$ cat config.mk
export PLATFORM = sky130hd
export DESIGN_NAME = fifo_burst_reader_flat
export DESIGN_NICKNAME = d
export VERILOG_FILES = /design/src/rtl/fifo_burst_reader_if.sv /design/src/rtl/fifo_burst_reader.sv /design/src/flat_wrapper.sv
export SDC_FILE = /design/constraint.sdc
export NUM_CORES = 1
export LEC_CHECK = 0
export CAP_MARGIN = 20
export CORE_MARGIN = 2
export CORE_UTILIZATION = 57
export CTS_BUF_LIST = sky130_fd_sc_hd__clkbuf_16
export CTS_CLUSTER_SIZE = 16
export DETAILED_ROUTE_END_ITERATION = 6
export DONT_BUFFER_PORTS = 1
export PLACE_DENSITY_LB_ADDON = 0.2
export SLEW_MARGIN = 20
export SYNTH_ARGS = -nofsm -noshare
export SYNTH_HDL_FRONTEND = slang
export SYNTH_SLANG_ARGS = --single-unit
$ cat constraint.sdc
create_clock -name clk -period 6.6 [get_ports clk]
set_input_delay 1.32 -clock clk [delete_from_list [all_inputs] [get_ports clk]]
set_output_delay 1.32 -clock clk [all_outputs]
set_load 0.02 [all_outputs]
$ cat src/rtl/fifo_burst_reader_if.sv
// FIFO read-side and downstream stream signals of the burst reader.
interface fifo_burst_reader_if #(
    parameter int unsigned FIFO_depth = 8,
    parameter int unsigned FIFO_width = 64
);
    logic [FIFO_width-1:0] fifo_out;
    logic                  fifo_empty;
    logic [FIFO_depth-1:0] fifo_util;
    logic                  fifo_consume;
    logic                  drain_req;
    logic [FIFO_width-1:0] out_data;
    logic                  out_valid;
    logic                  out_last;
    logic                  out_ready;
    logic                  busy;
    logic [31:0]           word_count;
    logic [15:0]           burst_count;

    modport master (
        input  fifo_out, fifo_empty, fifo_util, drain_req, out_ready,
        output fifo_consume, out_data, out_valid, out_last, busy, word_count, burst_count
    );

    modport slave (
        output fifo_out, fifo_empty, fifo_util, drain_req, out_ready,
        input  fifo_consume, out_data, out_valid, out_last, busy, word_count, burst_count
    );
endinterface

$ cat src/rtl/fifo_burst_reader.sv
// Pops a show-ahead FIFO in fixed-length bursts into a 2-entry skid buffer and
// presents the words downstream as a valid/ready stream with a last-of-burst tag.
module fifo_burst_reader #(
    parameter int unsigned FIFO_depth = 8,
    parameter int unsigned FIFO_width = 64,
    parameter int unsigned BURST_LEN  = 4
) (
    input logic                 clk,
    input logic                 rst,
    fifo_burst_reader_if.master bus
);
    localparam int unsigned REM_W = $clog2(BURST_LEN + 1);

    typedef enum logic {IDLE, BURST} state_t;

    state_t                state, state_nx;
    logic [REM_W-1:0]      remaining, remaining_nx, load_len;
    logic [31:0]           util;
    logic                  start, push, pop;

    logic [FIFO_width-1:0] skid_data [2];
    logic                  skid_last [2];
    logic                  rd_ptr, wr_ptr;
    logic [1:0]            occ;
    logic [31:0]           word_count;
    logic [15:0]           burst_count;

    assign util = 32'(bus.fifo_util);

    // Burst trigger, load length and downstream transfer
    always_comb begin
        start    = (util >= BURST_LEN) || (bus.drain_req && (util != 32'd0));
        load_len = (util >= BURST_LEN) ? REM_W'(BURST_LEN) : REM_W'(util);
        pop      = (occ != 2'd0) && bus.out_ready;
    end

    always_ff @(posedge clk or posedge rst) begin
        if (rst) begin
            state     <= IDLE;
            remaining <= '0;
        end else begin
            state     <= state_nx;
            remaining <= remaining_nx;
        end
    end

    // Next state; a pop may reuse the skid slot freed by a same-cycle transfer
    always_comb begin
        state_nx     = state;
        remaining_nx = remaining;
        push         = 1'b0;
        case (state)
            IDLE: begin
                if (start) begin
                    state_nx     = BURST;
                    remaining_nx = load_len;
                end
            end
            BURST: begin
                push = (remaining != '0) && !bus.fifo_empty && ((occ != 2'd2) || pop);
                if (push) begin
                    remaining_nx = remaining - REM_W'(1);
                    if (remaining == REM_W'(1)) begin
                        state_nx = IDLE;
                    end
                end
            end
            default: state_nx = IDLE;
        endcase
    end

    always_ff @(posedge clk or posedge rst) begin
        if (rst) begin
            for (int i = 0; i < 2; i++) begin
                skid_data[i] <= '0;
                skid_last[i] <= 1'b0;
            end
            rd_ptr <= 1'b0;
            wr_ptr <= 1'b0;
            occ    <= 2'd0;
        end else begin
            if (push) begin
                skid_data[wr_ptr] <= bus.fifo_out;
                skid_last[wr_ptr] <= (remaining == REM_W'(1));
                wr_ptr            <= ~wr_ptr;
            end
            if (pop) begin
                rd_ptr <= ~rd_ptr;
            end
            case ({push, pop})
                2'b10:   occ <= occ + 2'd1;
                2'b01:   occ <= occ - 2'd1;
                default: occ <= occ;
            endcase
        end
    end

    always_ff @(posedge clk or posedge rst) begin
        if (rst) begin
            word_count  <= 32'd0;
            burst_count <= 16'd0;
        end else if (pop) begin
            word_count <= word_count + 32'd1;
            if (skid_last[rd_ptr]) begin
                burst_count <= burst_count + 16'd1;
            end
        end
    end

    assign bus.fifo_consume = push;
    assign bus.out_valid    = (occ != 2'd0);
    assign bus.out_data     = skid_data[rd_ptr];
    assign bus.out_last     = skid_last[rd_ptr];
    assign bus.busy         = (state == BURST) || (occ != 2'd0);
    assign bus.word_count   = word_count;
    assign bus.burst_count  = burst_count;
endmodule

$ cat src/flat_wrapper.sv
// flat-port wrapper written by rule: the top's interface ports become plain ports
module fifo_burst_reader_flat 
#(
    parameter int unsigned FIFO_depth = 8,
    parameter int unsigned FIFO_width = 64,
    parameter int unsigned BURST_LEN  = 4
)
  (clk, rst, bus_fifo_out, bus_fifo_empty, bus_fifo_util, bus_drain_req, bus_out_ready, bus_fifo_consume, bus_out_data, bus_out_valid, bus_out_last, bus_busy, bus_word_count, bus_burst_count);
  fifo_burst_reader_if #(.FIFO_depth(FIFO_depth), .FIFO_width(FIFO_width)) bus_i ();
  input logic clk;
  input logic rst;
  input wire logic [$bits(bus_i.fifo_out)-1:0] bus_fifo_out;
  input wire logic [$bits(bus_i.fifo_empty)-1:0] bus_fifo_empty;
  input wire logic [$bits(bus_i.fifo_util)-1:0] bus_fifo_util;
  input wire logic [$bits(bus_i.drain_req)-1:0] bus_drain_req;
  input wire logic [$bits(bus_i.out_ready)-1:0] bus_out_ready;
  output wire logic [$bits(bus_i.fifo_consume)-1:0] bus_fifo_consume;
  output wire logic [$bits(bus_i.out_data)-1:0] bus_out_data;
  output wire logic [$bits(bus_i.out_valid)-1:0] bus_out_valid;
  output wire logic [$bits(bus_i.out_last)-1:0] bus_out_last;
  output wire logic [$bits(bus_i.busy)-1:0] bus_busy;
  output wire logic [$bits(bus_i.word_count)-1:0] bus_word_count;
  output wire logic [$bits(bus_i.burst_count)-1:0] bus_burst_count;
  assign bus_i.fifo_out = bus_fifo_out;
  assign bus_i.fifo_empty = bus_fifo_empty;
  assign bus_i.fifo_util = bus_fifo_util;
  assign bus_i.drain_req = bus_drain_req;
  assign bus_i.out_ready = bus_out_ready;
  assign bus_fifo_consume = bus_i.fifo_consume;
  assign bus_out_data = bus_i.out_data;
  assign bus_out_valid = bus_i.out_valid;
  assign bus_out_last = bus_i.out_last;
  assign bus_busy = bus_i.busy;
  assign bus_word_count = bus_i.word_count;
  assign bus_burst_count = bus_i.burst_count;
  fifo_burst_reader #(.FIFO_depth(FIFO_depth), .FIFO_width(FIFO_width), .BURST_LEN(BURST_LEN)) u_core (.clk(clk), .rst(rst), .bus(bus_i));
endmodule
==> summary.md, run 1 <==
| Metric | Value |
|---|---|
| Status | `finished clean` |
| CTS Root Cell | `clkbuf_16` |
| Syn avg cell area | `approximately 14 sq um` |
| Place WS | `between 2 and 3 ns` |
| Crit Path Class | `primary input to output port` |
| DR iter-0 viols | `207` |
| Cell accounting for the most synthesized area | `dfrtp_1` |
| Unique masters post-synth | `41` |
| GR peak layer | `met2` |
| Period minus WS final | `3.449 ns` |
| Post-CTS setup-driven buffer insertion count | `0` |
| Slew @ Worst Pin | `roughly 1.0 ns` |
| RSZ-0062 raised after global routing | `false` |
| MaxCap Viol Count | `0` |
| M1 GR Usage | `between 20 and 30%` |
| Critical Path Sink Type | `output port` |
| Pwr dens | `around 530 mW/mm^2` |
| Startpoint types | `primary input` |
| Hpwl dp | `about 11 mm` |
| CP max stage cell | `nor3b_2` |
| # resized after CTS | `0` |
| First-pass GRT wire length | `between 20 and 30 mm` |
| Asr flop ratio synth | `between 90% and 100%` |
| Rows | `between 40 and 50` |
| Most common library cell in the layout ignoring fill and taps | `dfrtp_1` |
| Number of flops mapped to enable cells by yosys | `0` |
| Filler cells | `1124` |
| Headroom to the max-slew limit | `between 30% and 40%` |
| DR WL/cell | `a little over 20 um` |
| TritonCTS clock tree | `done` |
| Layout Skew | `between 0.009 and 0.01 ns` |
| Clk sinks | `between 150 and 200` |
| Worst Path Arrival | `roughly 2.1 ns` |
| Crit-path max cell delay | `~0.36 ns` |
| Yosys top cell area share | `a little over half` |
| Crit path buf inv count | `1` |
| H-tree levels | `4` |
| I/O Pins | `about 190` |
| Port-buffer cells | `0` |
| Width of the die | `between 100 and 150 um` |
| Core ar. | `0.01464 sq mm` |
| Max FO, Critical Path | `8` |
| Routability cong. | `0.8244` |
| Number of vias per cell | `5.862` |
| Worst skew pair latency | `between 0.4 and 0.5 ns` |
| Most frequent cells in the layout | `dfrtp_1 (185), mux2_2 (134), mux2_4 (60)` |
| Worst Hold Class | `register to register` |
| Syn Nets | `between 600 and 700` |
| Setup violations, final | `0` |
| Die area | `0.01612 sq mm` |
| Lkg Pwr | `4.125 nW` |
| Prevailing post-synth register cell | `dfrtp_1` |
| Total wire length | `16.47 mm` |
| Critical-path cell list | `nor3b_2 > nand2_4 > inv_1` |
| Post-CTS Hold Fix Bufs | `0` |
| Detail Route Antenna Nets | `0` |
| Gr usage total | `around 21%` |
| Clk slew on worst S/H paths | `around 0.06 ns` |
| #FFs+latches synth | `186` |
| Peak Freq | `between 200 and 300 MHz` |
| Share of layout cells above drive strength 1 | `about two fifths` |
| Top post-synthesis cells by area | `dfrtp_1 (54%), mux2_2 (18%), mux2_4 (10%)` |
| Drt first pass iters | `4` |
| Pin count of the biggest net entering global routing | `about 80` |
| Die Ht | `127.0 um` |
| Worst VDD drop | `between 0.0003 and 0.0004 V` |
| Fin. max-slew vios | `0` |
| Cell family with most CP delay | `simple AND/OR/NAND/NOR gates` |
| M3 GR Usage | `a little under 8%` |
| Final WS setup | `about 3.2 ns` |
| Req. time, crit path | `~5.3 ns` |
| Ys Warns | `0` |
| Cell area after synthesis | `0.008621 sq mm` |
| Instance count of the mapped netlist | `596` |
| Setup TNS | `0 ns` |
| Grt ovf | `0` |
| CTS Buffer Depth | `2` |
| Layout area overhead | `7.025%` |
| Met2 GRT Util | `33.65%` |
| Final hold vios | `0` |
| Initial Util | `roughly three fifths` |
| Diodes inserted | `0` |
| Seq/Total Area, Yosys | `roughly 54%` |
| Residual DRC | `0` |
| Initial antenna violation count | `0` |
| Tcrit/Tclk final | `approximately 52%` |
| Nets | `a little under 700` |
| Total number of vias | `about 4.6k` |
| TritonCTS buffer count | `17` |
| Number of global-route vias before repair | `roughly 5.1k` |
==> sequential cells by signal, summed over array words and instances, names as in the netlist <==
| register | cells |
|---|---|
| u_core.rd_ptr | 1 |
| u_core.state | 1 |
| u_core.bus.word_count | 32 |
| u_core.remaining | 3 |
| u_core.wr_ptr | 1 |
| u_core.skid_last | 2 |
| u_core.skid_data | 128 |
| u_core.occ | 2 |
| u_core.bus.burst_count | 16 |
==> through the flow <==
step	instance area, sq um	instances	hold slack, ns	total power [mW]	utilization, %
global route	9226	792	0.5124	5.168	63.00
CTS	9226	792	0.4961	4.956	63.00
detailed placement	8651	760	0.4800	3.934	59.07
global placement	8651	760	0.4686	3.870	59.07
finish	9226	792	0.4921	4.912	63.00
floorplan	8621	596	0.4491	3.683	-
==> power breakdown <==
| group | switching [mW] | leakage (nW) | internal [mW] | total, mW |
|---|---|---|---|---|
| combinational | 1.02 | 1.59 | 0.963 | 1.99 |
| clock | 0.442 | 0.273 | 0.558 | 0.999 |
| sequential | 0.321 | 2.27 | 1.60 | 1.93 |
| total | 1.79 | 4.12 | 3.13 | 4.91 |
==> metal layers <==
metal  up-vias  wire length [um]
li1       2105                 -
met1      2371              6922
met2       148              8010
met3        19              1254
met4         0               280
met5         -                 0
==> area by class of cell <==
cell class | count | area (sq um) | area share (%)
clock inverters | 15 | 150.1 | 1.627
multi-input cells | 371 | 3674 | 39.82
well taps | 184 | 230.2 | 2.495
inverters | 15 | 61.31 | 0.6645
clock buffers | 17 | 425.4 | 4.611
repair buffers | 4 | 30.03 | 0.3255
flip-flops and latches | 186 | 4656 | 50.46
==> Yosys cell counts (3+ instances only) <==
| library cell | count |
|---|---|
| ha_1 | 6 |
| nor2_1 | 15 |
| mux2_4 | 60 |
| xor2_1 | 25 |
| nand3_1 | 14 |
| nor4_1 | 5 |
| nand2_1 | 23 |
| nor3_1 | 11 |
| buf_6 | 5 |
| inv_1 | 15 |
| xnor2_1 | 26 |
| buf_2 | 9 |
| dfrtp_1 | 186 |
| nor4_2 | 6 |
| nand4_1 | 12 |
| buf_12 | 6 |
| mux2_2 | 134 |
| and3_1 | 3 |
| and4_1 | 5 |
| o21ai_0 | 3 |
==> cell families (layout without fill, tap and decap cells) <==
| kind of cell | Yosys count | count (layout) | synth area share, % |
|---|---|---|---|
| simple gates | 106 | 106 | 7.329 |
| flops | 186 | 186 | 53.99 |
| fa+ha+maj | 6 | 6 | 0.8708 |
| xor+xnor | 51 | 51 | 5.181 |
| compound gates | 13 | 13 | 1.074 |
| buf+inv | 39 | 51 | 3.483 |
| mux | 195 | 195 | 28.07 |
==> final timing paths <==
check,start,cells after the start,slack (ns),endpoint
worst min-delay path,u_core.rd_ptr$_DFFE_PP0P_,1,0.49,u_core.rd_ptr$_DFFE_PP0P_
min in group asynchronous,rst,1,0.78,u_core.skid_data[93]$_DFFE_PP0P_
worst max register to register,u_core.remaining[0]$_DFFE_PP0P_,8,3.35,u_core.skid_data[125]$_DFFE_PP0P_
max in group asynchronous,rst,2,4.50,u_core.skid_data[34]$_DFFE_PP0P_
worst min register to register,u_core.rd_ptr$_DFFE_PP0P_,1,0.49,u_core.rd_ptr$_DFFE_PP0P_
worst max-delay path,bus_fifo_empty,3,3.15,bus_fifo_consume
No activity file was read; power rests on OpenSTA's default activity.
==> inputs of run 2 (changes only) <==
Clock period 6.6 ns to 2.9 ns, I/O delays scaled along.
==> summary.md, run 2 (synthesis gave the netlist of run 1 again) <==
| Metric | Value |
|---|---|
| H-tree levels | `4 (unchanged)` |
| Die area | `0.01612 sq mm (unchanged)` |
| Most common library cell in the layout ignoring fill and taps | `dfrtp_1` |
| # resized after CTS | `0 (unchanged)` |
| DR iter-0 viols | `225 (+8.7%)` |
| CP max stage cell | `nor3b_2` |
| Crit. Startpoint | `u_core.remaining[0]$_DFFE_PP0P_` |
| Core ar. | `0.01464 sq mm (unchanged)` |
| Setup violations, final | `0 (unchanged)` |
| TritonCTS clock tree | `done` |
| Req. time, crit path | `2.32 ns (-2.96 ns)` |
| Final hold vios | `0 (unchanged)` |
| DR WL/cell | `20.89 um (+0.46%)` |
| Most flops, register | `u_core.skid_data` |
| Status | `finished clean` |
| Max FO, Critical Path | `8 (unchanged)` |
| CTS Buffer Depth | `2 (unchanged)` |
| I/O Pins | `193 (unchanged)` |
| Hpwl dp | `11.28 mm (+4.3%)` |
| Startpoint types | `register` |
| Number of vias per cell | `5.818 (-0.76%)` |
| Filler cells | `1068 (-5.0%)` |
| Drt first pass iters | `4 (unchanged)` |
| Pin count of the biggest net entering global routing | `151 (+94%)` |
| Clk slew on worst S/H paths | `0.06 ns (about the same)` |
| Share of layout cells above drive strength 1 | `40.03% (-0.43 points)` |
| Reg-to-reg startpoint | `u_core.remaining[0]$_DFFE_PP0P_` |
| Depth of the most critical reg-to-reg path | `8 (unchanged)` |
| Gr usage total | `21.84% (+0.39 points)` |
| Post-CTS setup-driven buffer insertion count | `0 (unchanged)` |
| Width of the die | `127.0 um (unchanged)` |
| Critical-path cell list | `inv_1 > ha_1 > ha_1 > nor3b_2 > nand2_4 > inv_1` |
| Multi-input logic area | `0.003674 sq mm (unchanged)` |
| Total number of vias | `4631 (-0.26%)` |
| Layout Skew | `0.006237 ns (-0.003125 ns)` |
| Detail Route Antenna Nets | `0 (unchanged)` |
| Worst skew pair latency | `0.42 ns (about the same)` |
| MaxCap Viol Count | `0 (unchanged)` |
| Post-CTS Hold Fix Bufs | `0 (unchanged)` |
| Clk sinks | `186 (unchanged)` |
| Headroom to the max-slew limit | `45.45% (+12 points)` |
| Slew @ Worst Pin | `0.8182 ns (-0.1846 ns)` |
| Pwr Total | `11.21 mW (+130%)` |
| Largest regs | `u_core.skid_data: 128 flops, u_core.bus.word_count: 32 flops, u_core.bus.burst_count: 16 flops` |
| Crit-path max cell delay | `0.40 ns (+0.04 ns)` |
| Initial Util | `58.87% (unchanged)` |
| Grt ovf | `0 (unchanged)` |
| Most frequent cells in the layout | `dfrtp_1 (185), mux2_2 (134), mux2_4 (60)` |
| TritonCTS buffer count | `17 (unchanged)` |
| Peak Freq | `368.4 MHz` |
| Diodes inserted | `0 (unchanged)` |
| Fin. max-slew vios | `0 (unchanged)` |
| Worst Path Arrival | `2.13 ns (about the same)` |
| Routability cong. | `0.7852 (-4.8%)` |
| RSZ-0062 raised after global routing | `false` |
| Lkg Pwr | `4.175 nW (+1.2%)` |
| Number of global-route vias before repair | `5108 (+0.95%)` |
| First-pass GRT wire length | `27.62 mm (+1.8%)` |
| Worst VDD drop | `0.0007454 V (+130%)` |
| CTS Root Cell | `clkbuf_16` |
| Pwr dens | `1206 mW/mm^2 (+130%)` |
| Critical Path Sink Type | `output port` |
| Port-buffer cells | `0 (unchanged)` |
| Initial antenna violation count | `0 (unchanged)` |
| Total wire length | `16.63 mm (+0.97%)` |
| Die Ht | `127.0 um (unchanged)` |
| Crit Path Class | `register to output port` |
| Largest register FFs | `128 (unchanged)` |
| Util after Layout | `63.49% (+0.49 points)` |
| Residual DRC | `0 (unchanged)` |
| Tcrit/Tclk final | `93.59%` |
| Layout area overhead | `7.852%` |
| Rows | `44 (unchanged)` |
| Period minus WS final | `2.714 ns` |
| Nets | `682 (+0.59%)` |
| Seq. cell area | `0.004656 sq mm (unchanged)` |
| Worst Hold Class | `primary input to async pin` |
## run 2: cell types whose count changed in the layout (fill, tap and decap cells not counted), sizes merged
cell | previous run | this run
buf | 4 | 8
bufinv | 2 | 3
clkinv | 5 | 7
clkinvlp | 4 | 2
inv | 19 | 18
## run 2: worst max-delay path, delay by kind of cell, from the launching register on
kind          cells  cell delay, ns
fa+ha+maj         2            0.40
buf+inv           2            0.36
flops             1            0.37
simple gates      2            0.57
## run 2: routing by layer
layer  global-route usage [%]  share of wire, %  vias to the layer above
met5                        0                 0                        -
met3                    8.626               7.9                       28
met2                    35.55                49                      148
li1                         -                 -                     2112
met4                    8.080               2.3                        0
met1                    26.52                41                     2343
## run 2: stage by stage
step                cell area [sq um]  setup slack [ns]  TNS (ns)  instances  hold WS (ns)
floorplan                        8625          -0.07251    -13.49        596        0.4491
global placement                 8730            0.6717         0        764        0.4808
detailed placement               8730            0.5773         0        764        0.4869
CTS                              9298            0.1642         0        796        0.1902
global route                     9298           0.03982         0        796        0.2191
finish                           9298            0.1858         0        796        0.1869
## run 2: layout make-up
type,instances,area share (%)
clock buffer,17,4.575
inverter,15,0.6459
timing repair buffer,8,1.184
tap,184,2.476
multi-input combinational,371,39.51
sequential,186,50.07
clock inverter,15,1.534
## run 2: path summary, 6_finish.rpt
check / endpoint / slack, ns
worst min-delay path: u_core.bus.burst_count[10]$_DFFE_PP0P_ / 0.19
max in group asynchronous: u_core.skid_data[94]$_DFFE_PP0P_ / 2.03
min in group clk: u_core.skid_data[69]$_DFFE_PP0P_ / 0.30
worst min register to register: u_core.skid_last[0]$_DFFE_PP0P_ / 0.50
worst max-delay path: bus_fifo_consume / 0.19
worst max register to register: u_core.skid_data[127]$_DFFE_PP0P_ / 0.56
## run 2: power by group
part / leakage (nW) / total (mW) / switching (mW) / internal (mW)
clock network: 0.291 / 2.24 / 0.920 / 1.32
logic: 1.62 / 4.60 / 2.36 / 2.24
registers: 2.27 / 4.37 / 0.711 / 3.66
total: 4.18 / 11.2 / 3.99 / 7.22
==> inputs of run 3 (changes only) <==
Settings changed: CORE_UTILIZATION 57 to 60, CTS_BUF_LIST sky130_fd_sc_hd__clkbuf_16 to sky130_fd_sc_hd__clkbuf_4, HOLD_SLACK_MARGIN from default to 0.03.
==> summary.md, run 3 (synthesis gave the netlist of run 1 again) <==
| Metric | Value |
|---|---|
| Status | `finished clean` |
| Core ar. | `0.01393 sq mm (-4.8%)` |
| Seq. cell area | `0.004656 sq mm (unchanged)` |
| DR WL/cell | `20.73 um (-0.74%)` |
| RSZ-0062 raised after global routing | `false` |
| Util after Layout | `64.43% (+0.94 points)` |
| Worst Path Arrival | `2.13 ns (about the same)` |
| Filler cells | `1009 (-5.5%)` |
| Peak Freq | `368.4 MHz (about the same)` |
| TritonCTS buffer count | `17 (unchanged)` |
| Port-buffer cells | `0 (unchanged)` |
| Setup TNS | `0 ns (unchanged)` |
| Tcrit/Tclk final | `93.60% (about the same)` |
| Critical Path Sink Type | `output port` |
| I/O Pins | `193 (unchanged)` |
| Drt first pass iters | `4 (unchanged)` |
| H-tree levels | `4 (unchanged)` |
| Nets | `682 (unchanged)` |
| Initial Util | `61.87% (+3.0 points)` |
| Final hold vios | `0 (unchanged)` |
| Worst skew pair latency | `0.55 ns (+0.13 ns)` |
| Largest register FFs | `128 (unchanged)` |
| Final WS setup | `0.1855 ns (-0.0003430 ns)` |
| Residual DRC | `0 (unchanged)` |
| WHS | `0.1622 ns (-0.02474 ns)` |
| Req. time, crit path | `2.32 ns (about the same)` |
| Worst Hold Class | `primary input to register` |
| CTS Root Cell | `clkbuf_4` |
| Multi-input logic area | `0.003666 sq mm (-0.20%)` |
| Hpwl dp | `11.26 mm (-0.18%)` |
| Headroom to the max-slew limit | `60.64% (+15 points)` |
| Die area | `0.01534 sq mm (-4.8%)` |
| Dpl cell area | `0.008722 sq mm (about the same)` |
| Worst hold stages | `1` |
| DR iter-0 viols | `232 (+3.1%)` |
| Routability cong. | `0.7907 (+0.70%)` |
| Most common library cell in the layout ignoring fill and taps | `dfrtp_1` |
| Worst Hold End | `u_core.skid_data[78]$_DFFE_PP0P_` |
| Clk sinks | `186 (unchanged)` |
| MaxCap Viol Count | `0 (unchanged)` |
| Crit Path Class | `register to output port` |
| Worst VDD drop | `0.0007566 V (+1.5%)` |
| Design area | `0.008979 sq mm (-3.4%)` |
| Max FO, Critical Path | `8 (unchanged)` |
| First-pass GRT wire length | `26.10 mm (-5.5%)` |
| Initial antenna violation count | `1 (+1)` |
| Crit. Startpoint | `u_core.remaining[0]$_DFFE_PP0P_` |
| Depth of the most critical reg-to-reg path | `8 (unchanged)` |
| RR Endpoint | `u_core.skid_data[109]$_DFFE_PP0P_` |
| Total wire length | `16.44 mm (-1.1%)` |
| Period minus WS final | `2.715 ns (+0.0003430 ns)` |
| Pwr dens | `1135 mW/mm^2 (-5.9%)` |
| Hold path startpoint | `bus_fifo_out[14]` |
| Grt ovf | `0 (unchanged)` |
| Number of vias per cell | `5.928 (+1.9%)` |
| Clk slew on worst S/H paths | `0.15 ns (+0.09 ns)` |
| Number of global-route vias before repair | `4998 (-2.2%)` |
| Width of the die | `123.9 um (-2.5%)` |
| Pin count of the biggest net entering global routing | `89 (-41%)` |
| TritonCTS clock tree | `done` |
| Pwr Total | `10.19 mW (-9.1%)` |
| Layout Skew | `0.01250 ns (+0.006266 ns)` |
| Place WS | `0.4699 ns (-0.1074 ns)` |
| Rows | `43 (-2.3%)` |
| Gr usage total | `22.28% (+0.44 points)` |
| Cell Count, Final, Fillers Out | `793 (-0.38%)` |
| Setup violations, final | `0 (unchanged)` |
| Most flops, register | `u_core.skid_data` |
| Setup slack, reg-to-reg | `0.42 ns (-0.14 ns)` |
| Most frequent cells in the layout | `dfrtp_1 (185), mux2_2 (134), mux2_4 (60)` |
| Detail Route Antenna Nets | `0 (unchanged)` |
| Total number of vias | `4701 (+1.5%)` |
| Layout area overhead | `4.151%` |
| Reg-to-reg startpoint | `u_core.remaining[0]$_DFFE_PP0P_` |
| Fin. max-slew vios | `0 (unchanged)` |
| Lkg Pwr | `4.013 nW (-3.9%)` |
| Startpoint types | `register` |
| Slew @ Worst Pin | `0.5740 ns (-0.2442 ns)` |
| Post-CTS setup-driven buffer insertion count | `0 (unchanged)` |
| Dpl cells | `759 (-0.65%)` |
| CTS Buffer Depth | `2 (unchanged)` |
| Die Ht | `123.9 um (-2.5%)` |
| Largest regs | `u_core.skid_data: 128 flops, u_core.bus.word_count: 32 flops, u_core.bus.burst_count: 16 flops` |
| Share of layout cells above drive strength 1 | `40.36% (+0.33 points)` |
-- run 3: final cells by class --
cell class                 count  share of cell area [%]
clock inverter                14                   1.171
timing repair buffer           8                   1.394
multi-input combinational    371                   40.83
inverter                      15                  0.7107
antenna                        1                 0.02787
tap                          180                   2.508
clock buffer                  18                   1.505
sequential                   186                   51.85
-- run 3: worst max-delay path, stage by stage, from the launching register on --
cell	delay [ns]
dfrtp_1	0.40
inv_1	0.07
ha_1	0.21
ha_1	0.19
nor3b_2	0.34
nand2_4	0.17
clkinvlp_4	0.21
-- run 3: timing repair --
action,in CTS,in global routing
gates resized for setup,0,1
hold buffers,1,0
setup endpoints to repair,0,1
hold endpoints to repair,16,0
-- run 3: per-layer routing --
layer	share of wire, %	vias to the layer above	global-route usage (%)	wire (um)
li1	-	2120	-	-
met5	0	-	0	0
met2	50	152	36.95	8286
met4	1.7	0	6.818	276
met1	40	2407	27.63	6633
met3	7.6	22	7.692	1244
-- run 3: how the worst max path moves through the flow --
stage,end,slack [ns],depth (start not counted)
after floorplan,u_core.bus.burst_count[0]$_DFFE_PP0P_,-0.07,1
after global placement,u_core.skid_data[99]$_DFFE_PP0P_,0.56,8
after detailed placement,u_core.skid_data[103]$_DFFE_PP0P_,0.47,8
after CTS,bus_fifo_consume,0.07,6
after global routing,bus_fifo_consume,0.04,6
final,bus_fifo_consume,0.19,6
-- run 3: power breakdown --
| group | switching, mW | total (mW) | internal [mW] |
|---|---|---|---|
| clock | 0.849 | 1.27 | 0.423 |
| sequential | 0.724 | 4.36 | 3.64 |
| combinational | 2.32 | 4.55 | 2.23 |
